**config.mk**
```make
export PLATFORM = sky130hd
export DESIGN_NAME = numarator_ceas_12h_flat
export DESIGN_NICKNAME = d
export VERILOG_FILES = /design/src/rtl/numarator_ceas_12h_pkg.sv /design/src/rtl/numarator_ceas_12h_if.sv /design/src/rtl/numarator_ceas_12h_divizor_1hz.sv /design/src/rtl/numarator_ceas_12h.sv /design/src/flat_wrapper.sv
export SDC_FILE = /design/constraint.sdc
export NUM_CORES = 1
export LEC_CHECK = 0
export BUFFER_PORTS_ARGS = -buffer_cell sky130_fd_sc_hd__buf_4
export CAP_MARGIN = 5
export CORE_UTILIZATION = 40
export DETAILED_ROUTE_END_ITERATION = 6
export PLACE_DENSITY = 0.67
export SLEW_MARGIN = 20
export SYNTH_ARGS = -nofsm -noshare
export SYNTH_HDL_FRONTEND = slang
export SYNTH_HIERARCHICAL = 1
export SYNTH_SLANG_ARGS = --single-unit
```
**constraint.sdc**
```tcl
create_clock -name clk -period 3.7 [get_ports clk]
set_input_delay 0.37 -clock clk [delete_from_list [all_inputs] [get_ports clk]]
set_output_delay 0.37 -clock clk [all_outputs]
set_load 0.02 [all_outputs]
```
**src/rtl/numarator_ceas_12h_pkg.sv**
```systemverilog
// Shared definitions for the 12-hour BCD clock: field positions, BCD limits,
// the packed time word layout and the BCD increment helpers.
package ceas_pkg;

    localparam int AMPM_BIT = 24;
    localparam int H_TENS   = 20;
    localparam int H_UNITS  = 16;
    localparam int M_TENS   = 12;
    localparam int M_UNITS  = 8;
    localparam int S_TENS   = 4;
    localparam int S_UNITS  = 0;

    typedef struct packed {
        logic [3:0] tens;
        logic [3:0] units;
    } bcd2_t;

    // Field order matches the 25-bit word seen by the digit-select mux.
    typedef struct packed {
        logic  pm;
        bcd2_t hour;
        bcd2_t min;
        bcd2_t sec;
    } time_t;

    localparam logic [3:0] TENS_MAX  = 4'd5;
    localparam logic [3:0] UNITS_MAX = 4'd9;
    localparam bcd2_t      HOUR_MIN  = 8'h01;
    localparam bcd2_t      HOUR_MAX  = 8'h12;
    localparam time_t      TIME_RESET = 25'h0120000;

    function automatic logic at_max(bcd2_t v);
        return (v.tens == TENS_MAX) && (v.units == UNITS_MAX);
    endfunction

    // Seconds/minutes: 59 wraps to 00.
    function automatic bcd2_t bcd_inc(bcd2_t v);
        bcd2_t r;
        r = v;
        if (v.units == UNITS_MAX) begin
            r.units = 4'd0;
            r.tens  = (v.tens == TENS_MAX) ? 4'd0 : v.tens + 4'd1;
        end else begin
            r.units = v.units + 4'd1;
        end
        return r;
    endfunction

    // Hours: 12 wraps to 01, 09 rolls to 10.
    function automatic bcd2_t hour_inc(bcd2_t h);
        bcd2_t r;
        r = h;
        if (h == HOUR_MAX) begin
            r = HOUR_MIN;
        end else if (h.units == UNITS_MAX) begin
            r.tens  = h.tens + 4'd1;
            r.units = 4'd0;
        end else begin
            r.units = h.units + 4'd1;
        end
        return r;
    endfunction

    function automatic logic hour_flips_ampm(bcd2_t h);
        return h == 8'h11;
    endfunction

endpackage

```
**src/rtl/numarator_ceas_12h_if.sv**
```systemverilog
// Control strobes in, packed time word and 1 Hz strobe out.
interface numarator_ceas_12h_if;
    logic        en;
    logic        set_mode;
    logic        inc_min;
    logic        inc_hour;
    logic [24:0] data_out;
    logic        tick_1hz;

    modport master (output en, set_mode, inc_min, inc_hour,
                    input  data_out, tick_1hz);
    modport slave  (input  en, set_mode, inc_min, inc_hour,
                    output data_out, tick_1hz);
endinterface

```
**src/rtl/numarator_ceas_12h_divizor_1hz.sv**
```systemverilog
// Prescaler: counts 0..DIV_1HZ-1 while run is high and flags the last count.
module divizor_1hz #(
    parameter int DIV_1HZ = 100000000
) (
    input  logic clk,
    input  logic rst_n,
    input  logic run,
    input  logic clr,
    output logic adv
);
    localparam int            PW   = $clog2(DIV_1HZ);
    localparam logic [PW-1:0] LAST = PW'(DIV_1HZ - 1);

    logic [PW-1:0] presc_q, presc_d;

    assign adv = run && (presc_q == LAST);

    always_comb begin
        presc_d = presc_q;
        if (clr || adv)
            presc_d = '0;
        else if (run)
            presc_d = presc_q + PW'(1);
    end

    always_ff @(posedge clk or negedge rst_n) begin
        if (!rst_n)
            presc_q <= '0;
        else
            presc_q <= presc_d;
    end
endmodule

```
**src/rtl/numarator_ceas_12h.sv**
```systemverilog
// 12-hour BCD time-of-day counter with AM/PM flag, 1 Hz run mode and manual set.
module numarator_ceas_12h
    import ceas_pkg::*;
#(
    parameter int DIV_1HZ = 100000000
) (
    input logic                  clk,
    input logic                  rst_n,
    numarator_ceas_12h_if.slave  bus
);
    time_t time_q, time_d;
    logic  tick_q, tick_d;
    logic  adv;

    divizor_1hz #(.DIV_1HZ(DIV_1HZ)) u_div (
        .clk   (clk),
        .rst_n (rst_n),
        .run   (bus.en && !bus.set_mode),
        .clr   (bus.set_mode),
        .adv   (adv)
    );

    always_comb begin
        time_d = time_q;
        tick_d = adv;
        if (bus.set_mode) begin
            time_d.sec = '0;
            if (bus.inc_min)
                time_d.min = bcd_inc(time_q.min);
            if (bus.inc_hour) begin
                time_d.hour = hour_inc(time_q.hour);
                if (hour_flips_ampm(time_q.hour))
                    time_d.pm = ~time_q.pm;
            end
        end else if (adv) begin
            // Full carry chain resolved in one edge.
            time_d.sec = bcd_inc(time_q.sec);
            if (at_max(time_q.sec)) begin
                time_d.min = bcd_inc(time_q.min);
                if (at_max(time_q.min)) begin
                    time_d.hour = hour_inc(time_q.hour);
                    if (hour_flips_ampm(time_q.hour))
                        time_d.pm = ~time_q.pm;
                end
            end
        end
    end

    always_ff @(posedge clk or negedge rst_n) begin
        if (!rst_n) begin
            time_q <= TIME_RESET;
            tick_q <= 1'b0;
        end else begin
            time_q <= time_d;
            tick_q <= tick_d;
        end
    end

    assign bus.data_out = time_q;
    assign bus.tick_1hz = tick_q;
endmodule

```
**src/flat_wrapper.sv**
```systemverilog
// flat-port wrapper written by rule: the top's interface ports become plain ports
module numarator_ceas_12h_flat import ceas_pkg::*;
#(
    parameter int DIV_1HZ = 100000000
)
  (clk, rst_n, bus_en, bus_set_mode, bus_inc_min, bus_inc_hour, bus_data_out, bus_tick_1hz);
  numarator_ceas_12h_if bus_i ();
  input logic clk;
  input logic rst_n;
  input wire logic [$bits(bus_i.en)-1:0] bus_en;
  input wire logic [$bits(bus_i.set_mode)-1:0] bus_set_mode;
  input wire logic [$bits(bus_i.inc_min)-1:0] bus_inc_min;
  input wire logic [$bits(bus_i.inc_hour)-1:0] bus_inc_hour;
  output wire logic [$bits(bus_i.data_out)-1:0] bus_data_out;
  output wire logic [$bits(bus_i.tick_1hz)-1:0] bus_tick_1hz;
  assign bus_i.en = bus_en;
  assign bus_i.set_mode = bus_set_mode;
  assign bus_i.inc_min = bus_inc_min;
  assign bus_i.inc_hour = bus_inc_hour;
  assign bus_data_out = bus_i.data_out;
  assign bus_tick_1hz = bus_i.tick_1hz;
  numarator_ceas_12h #(.DIV_1HZ(DIV_1HZ)) u_core (.clk(clk), .rst_n(rst_n), .bus(bus_i));
endmodule
```
======== Yosys cells after proc, flatten, opt, wreduce, memory -nomap -nowiden ========
Index checks and enable logic that the tools add are counted.
W data, S select, Z words.
storage, ports and cells
  register bits ........................... 53
  latch bits .............................. 0
  RAM bits ................................ 0
  memory bits (read-only) ................. 0
  bits of input ports ..................... 6
  output and inout port bits .............. 26
  logic and storage cells ................. 59
  memories kept ........................... 0
cells by class
  $add $sub $neg .......................... 7
  multiply operators ...................... 0
  div/mod/pow operators ................... 0
  $lt $le $gt $ge ......................... 0
  equality and inequality tests ........... 10
  shifts and indexed selects .............. 0
  multiplexer cells ....................... 18
  bitwise logic cells ..................... 1
  reduce and logical (&&, ||, !) cells .... 14
operators with widths
  cell                     count
  $mux W27                 2
  $mux W25                 2
  $mux W4                  8
  $add A27 B1 Y27 const B  1
  $eq A27 B27 Y1 const B   1
  $add A4 B1 Y4 const B    6
  $mux W9                  2
  $mux W17                 1
  $eq A8 B5 Y1 const B     2
  $mux W8                  2
  $eq A4 B4 Y1 const B     3
  $reduce_bool A2 Y1       5
  $eq A4 B3 Y1 const B     2
  $logic_and A1 B1 Y1      4
  $ne A2 B1 Y1 const B     2
  $reduce_and A4 Y1        1
  $reduce_and A3 Y1        1
  $reduce_and A2 Y1        1
  $logic_not A1 Y1         1
  $logic_or A1 B1 Y1       1
  $mux W1                  1
  $not A1 Y1               1

======== Logic depth before layout (Yosys ltp) ========
Gate-level depths: netlist (run 1).
  depth in word-level cells ............... 7
  mapped depth ............................ 11
  gate-level depth less buffers ........... 9

======== By module ========
Netlist (run 1), hierarchy kept.
by module, submodules not included
  module              instances  cells an instance  area an instance (sq um)  sequential area each (sq um)
  numarator_ceas_12h  1          136                1,448.9                   653.1
  divizor_1hz         1          144                1,415.1                   675.6

======== Worst setup path before layout (run 1) ========
No wires, ideal clock.
  kind .................................... input -> register
  from .................................... input port bus_set_mode
  to ...................................... register u_core.time_q (netlist bit u_core/bus.data_out[13])
  library setup time ...................... 0.125 ns
  data arrival time ....................... 2.933 ns
  data required time ...................... 3.575 ns
  setup slack ............................. 0.642 ns
  stages .................................. 10
  buffers on the path ..................... 2
  cell sequence ........................... clkbuf_1 > nor2b_1 > nand4_4 > or3_4 > nor3_2 > buf_6 > nand4b_4 > o31ai_4 > and4_2 > mux2_2
on the way
  longest elaborated chain between the ends .. 5
  elaborated cells between the ends (all ways) .. 8
  classes of those cells .................. eq/ne (1); mux (1); reduce/logical (6)
RTL lines
  item                          line                                  RTL
  start: declaration            flat_wrapper.sv:11                    input wire logic [$bits(bus_i.set_mode)-1:0] bus_set_mode;
  $logic_not A1 Y1              numarator_ceas_12h.sv:18              .run (bus.en && !bus.set_mode),
  $logic_and A1 B1 Y1           numarator_ceas_12h.sv:18
  $logic_and A1 B1 Y1           numarator_ceas_12h_divizor_1hz.sv:16  assign adv = run && (presc_q == LAST);
  via u_core.adv                numarator_ceas_12h.sv:13              logic adv;
  $reduce_bool A2 Y1 (no line)  --
  $reduce_and A3 Y1 (no line)   --
  end signal: assignment        numarator_ceas_12h.sv:54              time_q <= time_d;
  end: declaration              numarator_ceas_12h.sv:11              time_t time_q, time_d;
The timed path passes the listed nets, and every way through them passes these cells.
A chain may end at the register's enable or synchronous reset.

======== Final worst setup path (run 1) ========
  from .................................... input port bus_set_mode
  to ...................................... register u_core.time_q (netlist bit u_core/bus.data_out[19])
on the way
  longest elaborated chain between the ends .. 5
  elaborated cells between the ends (all ways) .. 9
  classes of those cells .................. eq/ne (1); mux (1); reduce/logical (7)
RTL lines
  item                          line
  $logic_not A1 Y1              numarator_ceas_12h.sv:18
  $logic_and A1 B1 Y1           numarator_ceas_12h.sv:18
  $logic_and A1 B1 Y1           numarator_ceas_12h_divizor_1hz.sv:16
  via u_core.adv                numarator_ceas_12h.sv:13
  $reduce_bool A2 Y1 (no line)  --
  $reduce_and A4 Y1 (no line)   --
The timed path passes the listed nets, and every way through them passes these cells.

==> reports/metrics.yaml, run 1 <==
gp_congestion: 0.809
cts_htree_levels: 2
synthesis.area_per_instance_um2: 10.2
ir_worst_vdd_uv: 185
critical_path.reg2reg.endpoint: "u_core/bus.data_out[19]$_DFFE_PN0P_"
clock_tree.buffer_depth: 2
layout.filler_cells: 652
power.density_cell_area_nw_per_um2: 479
tns_ps: 0
final_nets: 327
synthesis.nets: 293
cts_inserted_buffers: 5
worst_hold_class: "primary input to asynchronous set/reset pin"
synthDistinctLibCells: 55
diodes: 0
clock-skew-final_ps: 8.91
fp.dieArea_um2: 7500
synth.area.top_cells: "sky130_fd_sc_hd__dfrtp_1, sky130_fd_sc_hd__nor2_1, sky130_fd_sc_hd__xor2_1, sky130_fd_sc_hd__xnor2_1, sky130_fd_sc_hd__ha_1"
synth_area_um2: 2860
grt_overflow: 0
grt_max_degree: 54
result_of_the_run: "finished clean"
dominant_combinational_cell_family_by_area_after_synthesis: "simple AND/OR/NAND/NOR gates"
cts_tree: "done"
reg2reg_from: "u_core/u_div/presc_q[0]$_DFFE_PN0P_"
criticalPathCategory: "primary input to flop"
critical_path_required_ps: 3900
power.clock.fraction_pct: 22.8
r2r_setup_slack_ps: 840
post_synth_mux_area_share_pct: 1.44
grt_use_total_pct: 16.0
asyncSetResetFlopFracSynth_pct: 100
first_global_vias: 2086
endpoint_kind_of_the_worst_setup_timing_path: "flop"
dp.final_hpwl_um: 3820
cts.repair_timing.setup_buffer_count: 0
drcViolationCount: 0
die_width_um: 86.6
cts_resized: 0
critPathLaunchType: "primary input"
ios: 32
maxCapViolCount: 0
number_of_sinks_driven_by_the_clock_tree: 53
die-height_um: 86.6
floorplan.initialDensity_pct: 41.7
fmax_ghz: 0.340
synth_simple_gate_area_share_pct: 27.9
yosysSeqAreaShare_pct: 46.4
synthesized_flop_and_latch_total: 53
power.sequential.fraction_pct: 49.6
worst-endpoint-arrival_ps: 3140
worst-r2r-cell-count: 8
synth_xor_area_share_pct: 10.0
crit_path_max_fanout: 17
buffer_ports.inserted: 31
post_synth_fa_ha_maj_area_fraction_pct: 3.06
clk_transition_reported_paths_ps: 100
vias_per_cell: 5.09
synth_compound_gate_area_share_pct: 7.65
dr.pass1.iters: 4
slowest_delay_ps: 620
vias: 2094
post-synth-top-area-cell: "sky130_fd_sc_hd__dfrtp_1"
rows: 30
swShare_pct: 33.5
relSlewSlack_pct: 38.2
antenna_found_initial: 0
internal-power_uw: 1040
routedWlPerCell_um: 13.1
synth-main-ff-cell: "sky130_fd_sc_hd__dfrtp_1"
fin_crit_ps: 2940
detail-route-antenna-nets: 0
unrepaired_setup_endpoints_after_global_routing: "false"
leakage_uw: 0.00145
drt_wl_total_um: 5400
min_period_over_period_pct: 79.4
synthCells: 280
drive_gt1_share_pct: 21.0
final_max_slew_viol_count: 0
hold-worst-slack_ps: 82.9
core_region_area_um2: 6870
grt_pass1_wl_um: 9380
timing_hold_violations_final: 0
critical_path.cell_chain: "buf_4 > nor2b_1 > nand4_4 > or3_4 > nor3_2 > nand4b_4 > o31ai_4 > nand3_1 > a22o_1"
p_sw_uw: 525
cts_root_buf: "sky130_fd_sc_hd__clkbuf_8"
worstSetupEndpoint: "u_core/bus.data_out[19]$_DFFE_PN0P_"
yosys_warnings: 6
synth_edf_count: 0
worstSetupStartpoint: "bus_set_mode"
worst_slew_pin_slew_ps: 921
worstSkewPairLatency_ps: 300
dr.first_iter.drc_count: 104
setup_viol_count_final: 0
cell_at_the_slowest_stage_of_the_critical_path: "sky130_fd_sc_hd__o31ai_4"
synth_to_final_area_change_pct: 14.0
post_cts_hold_buffer_count: 0
synth_top_area_share_pct: 44.6
logic_pwr_share_pct: 27.6
[how the worst min path moves through the flow]
stage           from                              endpoint  slack (ps)  depth (start not counted)
3_5_place_dp   rst_n   u_core/u_div/presc_q[0]$_DFFE_PN0P_         450                          1
5_1_grt        rst_n   u_core/u_div/presc_q[4]$_DFFE_PN0P_         140                          1
6_report       rst_n   u_core/u_div/presc_q[0]$_DFFE_PN0P_          80                          1
2_1_floorplan  rst_n    u_core/bus.data_out[0]$_DFFE_PN0P_          70                          0
4_1_cts        rst_n   u_core/u_div/presc_q[0]$_DFFE_PN0P_         110                          1
3_3_place_gp   rst_n  u_core/u_div/presc_q[24]$_DFFE_PN0P_         450                          1
[layout by cell type, fill, tap and decap left out, types with 3 or more instances in the layout]
master / n
sky130_fd_sc_hd__xnor2_1: 15
sky130_fd_sc_hd__nand4_1: 12
sky130_fd_sc_hd__nor4_1: 3
sky130_fd_sc_hd__nand3_1: 10
sky130_fd_sc_hd__nor2b_1: 7
sky130_fd_sc_hd__o21ai_0: 10
sky130_fd_sc_hd__dfrtp_1: 51
sky130_fd_sc_hd__or3_1: 3
sky130_fd_sc_hd__nand3_2: 3
sky130_fd_sc_hd__a21oi_1: 11
sky130_fd_sc_hd__inv_1: 9
sky130_fd_sc_hd__and2_1: 3
sky130_fd_sc_hd__xor2_1: 16
sky130_fd_sc_hd__mux2i_1: 3
sky130_fd_sc_hd__nor3_1: 4
sky130_fd_sc_hd__ha_1: 7
sky130_fd_sc_hd__clkbuf_8: 7
sky130_fd_sc_hd__buf_4: 33
sky130_fd_sc_hd__nor2_1: 42
sky130_fd_sc_hd__nand2_1: 22
sky130_fd_sc_hd__and3_1: 4
[routing by layer]
metal  wire, um  track usage, %  part of all wire [%]
met1       2590            20.9                    48
met4         93            6.97                   1.7
met5          0               0                     0
met3        183            2.67                   3.4
met2       2530            26.0                    47
[flip-flops by register name, indices dropped and copies added (netlist names)]
name,flops
u_core/bus.data_out,25
u_core/bus.tick_1hz,1
u_core/u_div/presc_q,27
[power by group through the flow]
stage	clock (uW)	combinational, uW	sequential, uW
finish	357	432	776
global route	394	477	795
CTS	374	438	778
detailed placement	0	438	789
global placement	0	430	786
floorplan	0	187	859
[final cells by class]
type	instances	area, um2	share of cell area, %
multi-input combinational	212	1430	43.9
sequential	53	1330	40.7
timing repair buffer	33	248	7.59
tap	96	120	3.68
clock buffer	7	96.3	2.95
inverter	9	33.8	1.03
clock inverter	1	5.00	0.153
[worst max-delay path, delay by kind of cell]
kind | cells | cell delay, ps
and+or+nand+nor | 6 | 1710
buffers and inverters | 1 | 180
AOI/OAI and AO/OA | 2 | 870
[kinds of logic (layout without fill, tap and decap cells)]
logic type / Yosys count / in the layout
buf+inv: 15 / 50
compound gates: 32 / 32
xor+xnor: 32 / 32
fa+ha+maj: 7 / 7
simple gates: 137 / 137
mux: 4 / 4
flops: 53 / 53
[stage by stage]
step	instance area [um2]	power, uW	util [%]	setup WS, ps	instances
global placement	3160	1220	46.1	505	403
global route	3270	1670	47.5	556	411
CTS	3270	1590	47.5	764	411
finish	3270	1570	47.5	762	411
floorplan	2860	1050	-	642	280
detailed placement	3160	1230	46.1	431	403
[cells in the mapped netlist (2+ instances only)]
library cell	instances
sky130_fd_sc_hd__or3_1	3
sky130_fd_sc_hd__nor2b_1	7
sky130_fd_sc_hd__xnor2_1	15
sky130_fd_sc_hd__and3_1	4
sky130_fd_sc_hd__nor3_1	4
sky130_fd_sc_hd__buf_8	2
sky130_fd_sc_hd__dfstp_2	2
sky130_fd_sc_hd__nor3b_1	2
sky130_fd_sc_hd__nand3_2	3
sky130_fd_sc_hd__o21ai_0	10
sky130_fd_sc_hd__xor2_1	16
sky130_fd_sc_hd__nand2b_1	2
sky130_fd_sc_hd__buf_6	3
sky130_fd_sc_hd__a21oi_1	11
sky130_fd_sc_hd__mux2i_1	3
sky130_fd_sc_hd__inv_1	9
sky130_fd_sc_hd__nand2_1	22
sky130_fd_sc_hd__and3b_1	2
sky130_fd_sc_hd__nand3_1	10
sky130_fd_sc_hd__and2_1	3
sky130_fd_sc_hd__ha_1	7
sky130_fd_sc_hd__nand4_1	12
sky130_fd_sc_hd__dfrtp_1	51
sky130_fd_sc_hd__o31ai_4	2
sky130_fd_sc_hd__nor3_2	2
sky130_fd_sc_hd__nor2_1	42
sky130_fd_sc_hd__nor4_1	3
No activity file was read; power rests on OpenSTA's default activity.
==> run 2: changes to the inputs <==
==> constraint.sdc (replaced) <==
create_clock -name clk -period 2.75 [get_ports clk]
set_input_delay 0.275 -clock clk [delete_from_list [all_inputs] [get_ports clk]]
set_output_delay 0.275 -clock clk [all_outputs]
set_load 0.02 [all_outputs]
==> reports/metrics.yaml, run 2 (synthesized netlist as in run 1, its figures left out) <==
diodes: 0
grt_overflow: 0
ios: 32
drive_gt1_share_pct: 22.7
setup_viol_count_final: 0
grt_use_total_pct: 15.8
fin_area_um2: 3310
min_period_over_period_pct: 95.0
critical_path_required_ps: 2940
endpoint_kind_of_the_worst_setup_timing_path: "flop"
tns_ps: 0
cts_htree_levels: 2
leakage_uw: 0.00148
placed_cells: 408
grt_max_degree: 54
vias_per_cell: 5.10
first_global_vias: 2085
power.density_cell_area_nw_per_um2: 620
routedWlPerCell_um: 13.2
cts_inserted_buffers: 5
clock_tree.buffer_depth: 2
detail-route-antenna-nets: 0
cts_root_buf: "sky130_fd_sc_hd__clkbuf_8"
worstSkewPairLatency_ps: 300
max_ffs_per_register: 27
dp.final_hpwl_um: 3820
synth_to_final_area_change_pct: 15.5
buffer_ports.inserted: 31
layout_commonest_cell: "sky130_fd_sc_hd__dfrtp_1"
relSlewSlack_pct: 55.0
gp_congestion: 0.737
drcViolationCount: 0
unrepaired_setup_endpoints_after_global_routing: "false"
final_cells: 417
crit_family: "simple AND/OR/NAND/NOR gates"
registers.top_by_ff_count: "u_core/u_div/presc_q"
floorplan.initialDensity_pct: 41.7
placed_area_um2: 3210
vias: 2125
criticalPathCategory: "flop to flop"
rows: 30
critPathLaunchType: "flop"
worst-r2r-cell-count: 8
r2r_setup_slack_ps: 140
final_max_slew_viol_count: 0
fin_crit_ps: 2610
critical_path.reg2reg.endpoint: "u_core/bus.data_out[13]$_DFFE_PN0P_"
fp.dieArea_um2: 7500
number_of_sinks_driven_by_the_clock_tree: 53
antenna_found_initial: 0
cell_at_the_slowest_stage_of_the_critical_path: "sky130_fd_sc_hd__or3_4"
least_setup_slack_across_all_paths_after_layout_ps: 138
cts_tree: "done"
ir_worst_vdd_uv: 305
grt_pass1_wl_um: 9380
cp.depth: 8
result_of_the_run: "finished clean"
clock-skew-final_ps: 6.86
clk_transition_reported_paths_ps: 90
core_region_area_um2: 6870
maxCapViolCount: 0
drt_wl_total_um: 5490
worst-path-buf-inv: 0
worst-endpoint-arrival_ps: 2800
dp_slack_ps: 65.7
die_width_um: 86.6
dr.first_iter.drc_count: 138
timing_hold_violations_final: 0
dr.pass1.iters: 4
reg2reg_from: "u_core/u_div/presc_q[0]$_DFFE_PN0P_"
crit_path_max_fanout: 6
worst_hold_class: "primary input to asynchronous set/reset pin"
fmax_ghz: 0.383
slowest_delay_ps: 420
die-height_um: 86.6
final_nets: 333
worst_slew_pin_slew_ps: 676
most_used_cells_in_the_layout_excluding_fill_and_tap_cells: "sky130_fd_sc_hd__dfrtp_1, sky130_fd_sc_hd__nor2_1, sky130_fd_sc_hd__buf_4"
finish.utilization_pct: 48.2
critical_path.cell_chain: "ha_2 > nand4_4 > or3_4 > nor3_4 > nand4b_4 > o31ai_4 > and4_2 > mux2_2"
-- run 2: changes by cell type in the layout (fill, tap and decap cells not counted), sizes merged --
cell	before	now
buf	33	39
clkinv	1	2
clkbuf	7	6
-- run 2: final cells by class --
cell class | instances | area [um2]
timing repair buffer | 39 | 293
clock inverter | 2 | 10.0
multi-input combinational | 212 | 1450
inverter | 9 | 33.8
tap | 96 | 120
sequential | 53 | 1330
fill | 674 | 3560
clock buffer | 6 | 72.6
-- run 2: how the worst max path moves through the flow --
| stage | startpoint | end | slack, ps |
|---|---|---|---|
| after floorplan | bus_set_mode | u_core/bus.data_out[13]$_DFFE_PN0P_ | 20 |
| after global placement | u_core/u_div/presc_q[0]$_DFFE_PN0P_ | u_core/bus.data_out[13]$_DFFE_PN0P_ | 150 |
| after detailed placement | u_core/u_div/presc_q[0]$_DFFE_PN0P_ | u_core/bus.data_out[13]$_DFFE_PN0P_ | 70 |
| after CTS | u_core/u_div/presc_q[0]$_DFFE_PN0P_ | u_core/bus.data_out[13]$_DFFE_PN0P_ | 40 |
| after global routing | u_core/u_div/presc_q[0]$_DFFE_PN0P_ | u_core/bus.data_out[14]$_DFFE_PN0P_ | 8 |
| final | u_core/u_div/presc_q[0]$_DFFE_PN0P_ | u_core/bus.data_out[13]$_DFFE_PN0P_ | 140 |
-- run 2: timing repair --
item | 4_1_cts | 5_1_grt
hold buffers | 0 | 0
setup buffers | 0 | 1
endpoints found under the setup margin | 0 | 2
gates resized for setup | 0 | 2
-- run 2: through the flow --
stage          hold WS [ps]  power, uW
2_1_floorplan         -20.6       1410
3_3_place_gp            366       1640
3_5_place_dp            363       1650
4_1_cts                32.6       2080
5_1_grt                53.3       2190
6_report               6.15       2050
-- run 2: worst register-to-register path, cell delays in order (launching register included) --
cell                       delay, ps
sky130_fd_sc_hd__dfrtp_1         400
sky130_fd_sc_hd__ha_2            230
sky130_fd_sc_hd__nand4_4         110
sky130_fd_sc_hd__or3_4           430
sky130_fd_sc_hd__nor3_4          250
sky130_fd_sc_hd__nand4b_4        190
sky130_fd_sc_hd__o31ai_4         260
sky130_fd_sc_hd__and4_2          310
sky130_fd_sc_hd__mux2_2          330
-- run 2: power by group --
group / leakage (uW) / switching, uW / total (uW) / internal, uW
Sequential: 0.000711 / 152 / 1050 / 893
Clock: 0.0000450 / 245 / 422 / 177
Combinational: 0.000728 / 304 / 586 / 282
-- run 2: metal layers --
metal	up-vias	track usage [%]	routed length, um
met5	-	0	0
met4	0	4.55	58
met3	4	3.33	156
met2	29	26.8	2630
met1	1045	20.5	2650
li1	1047	-	-
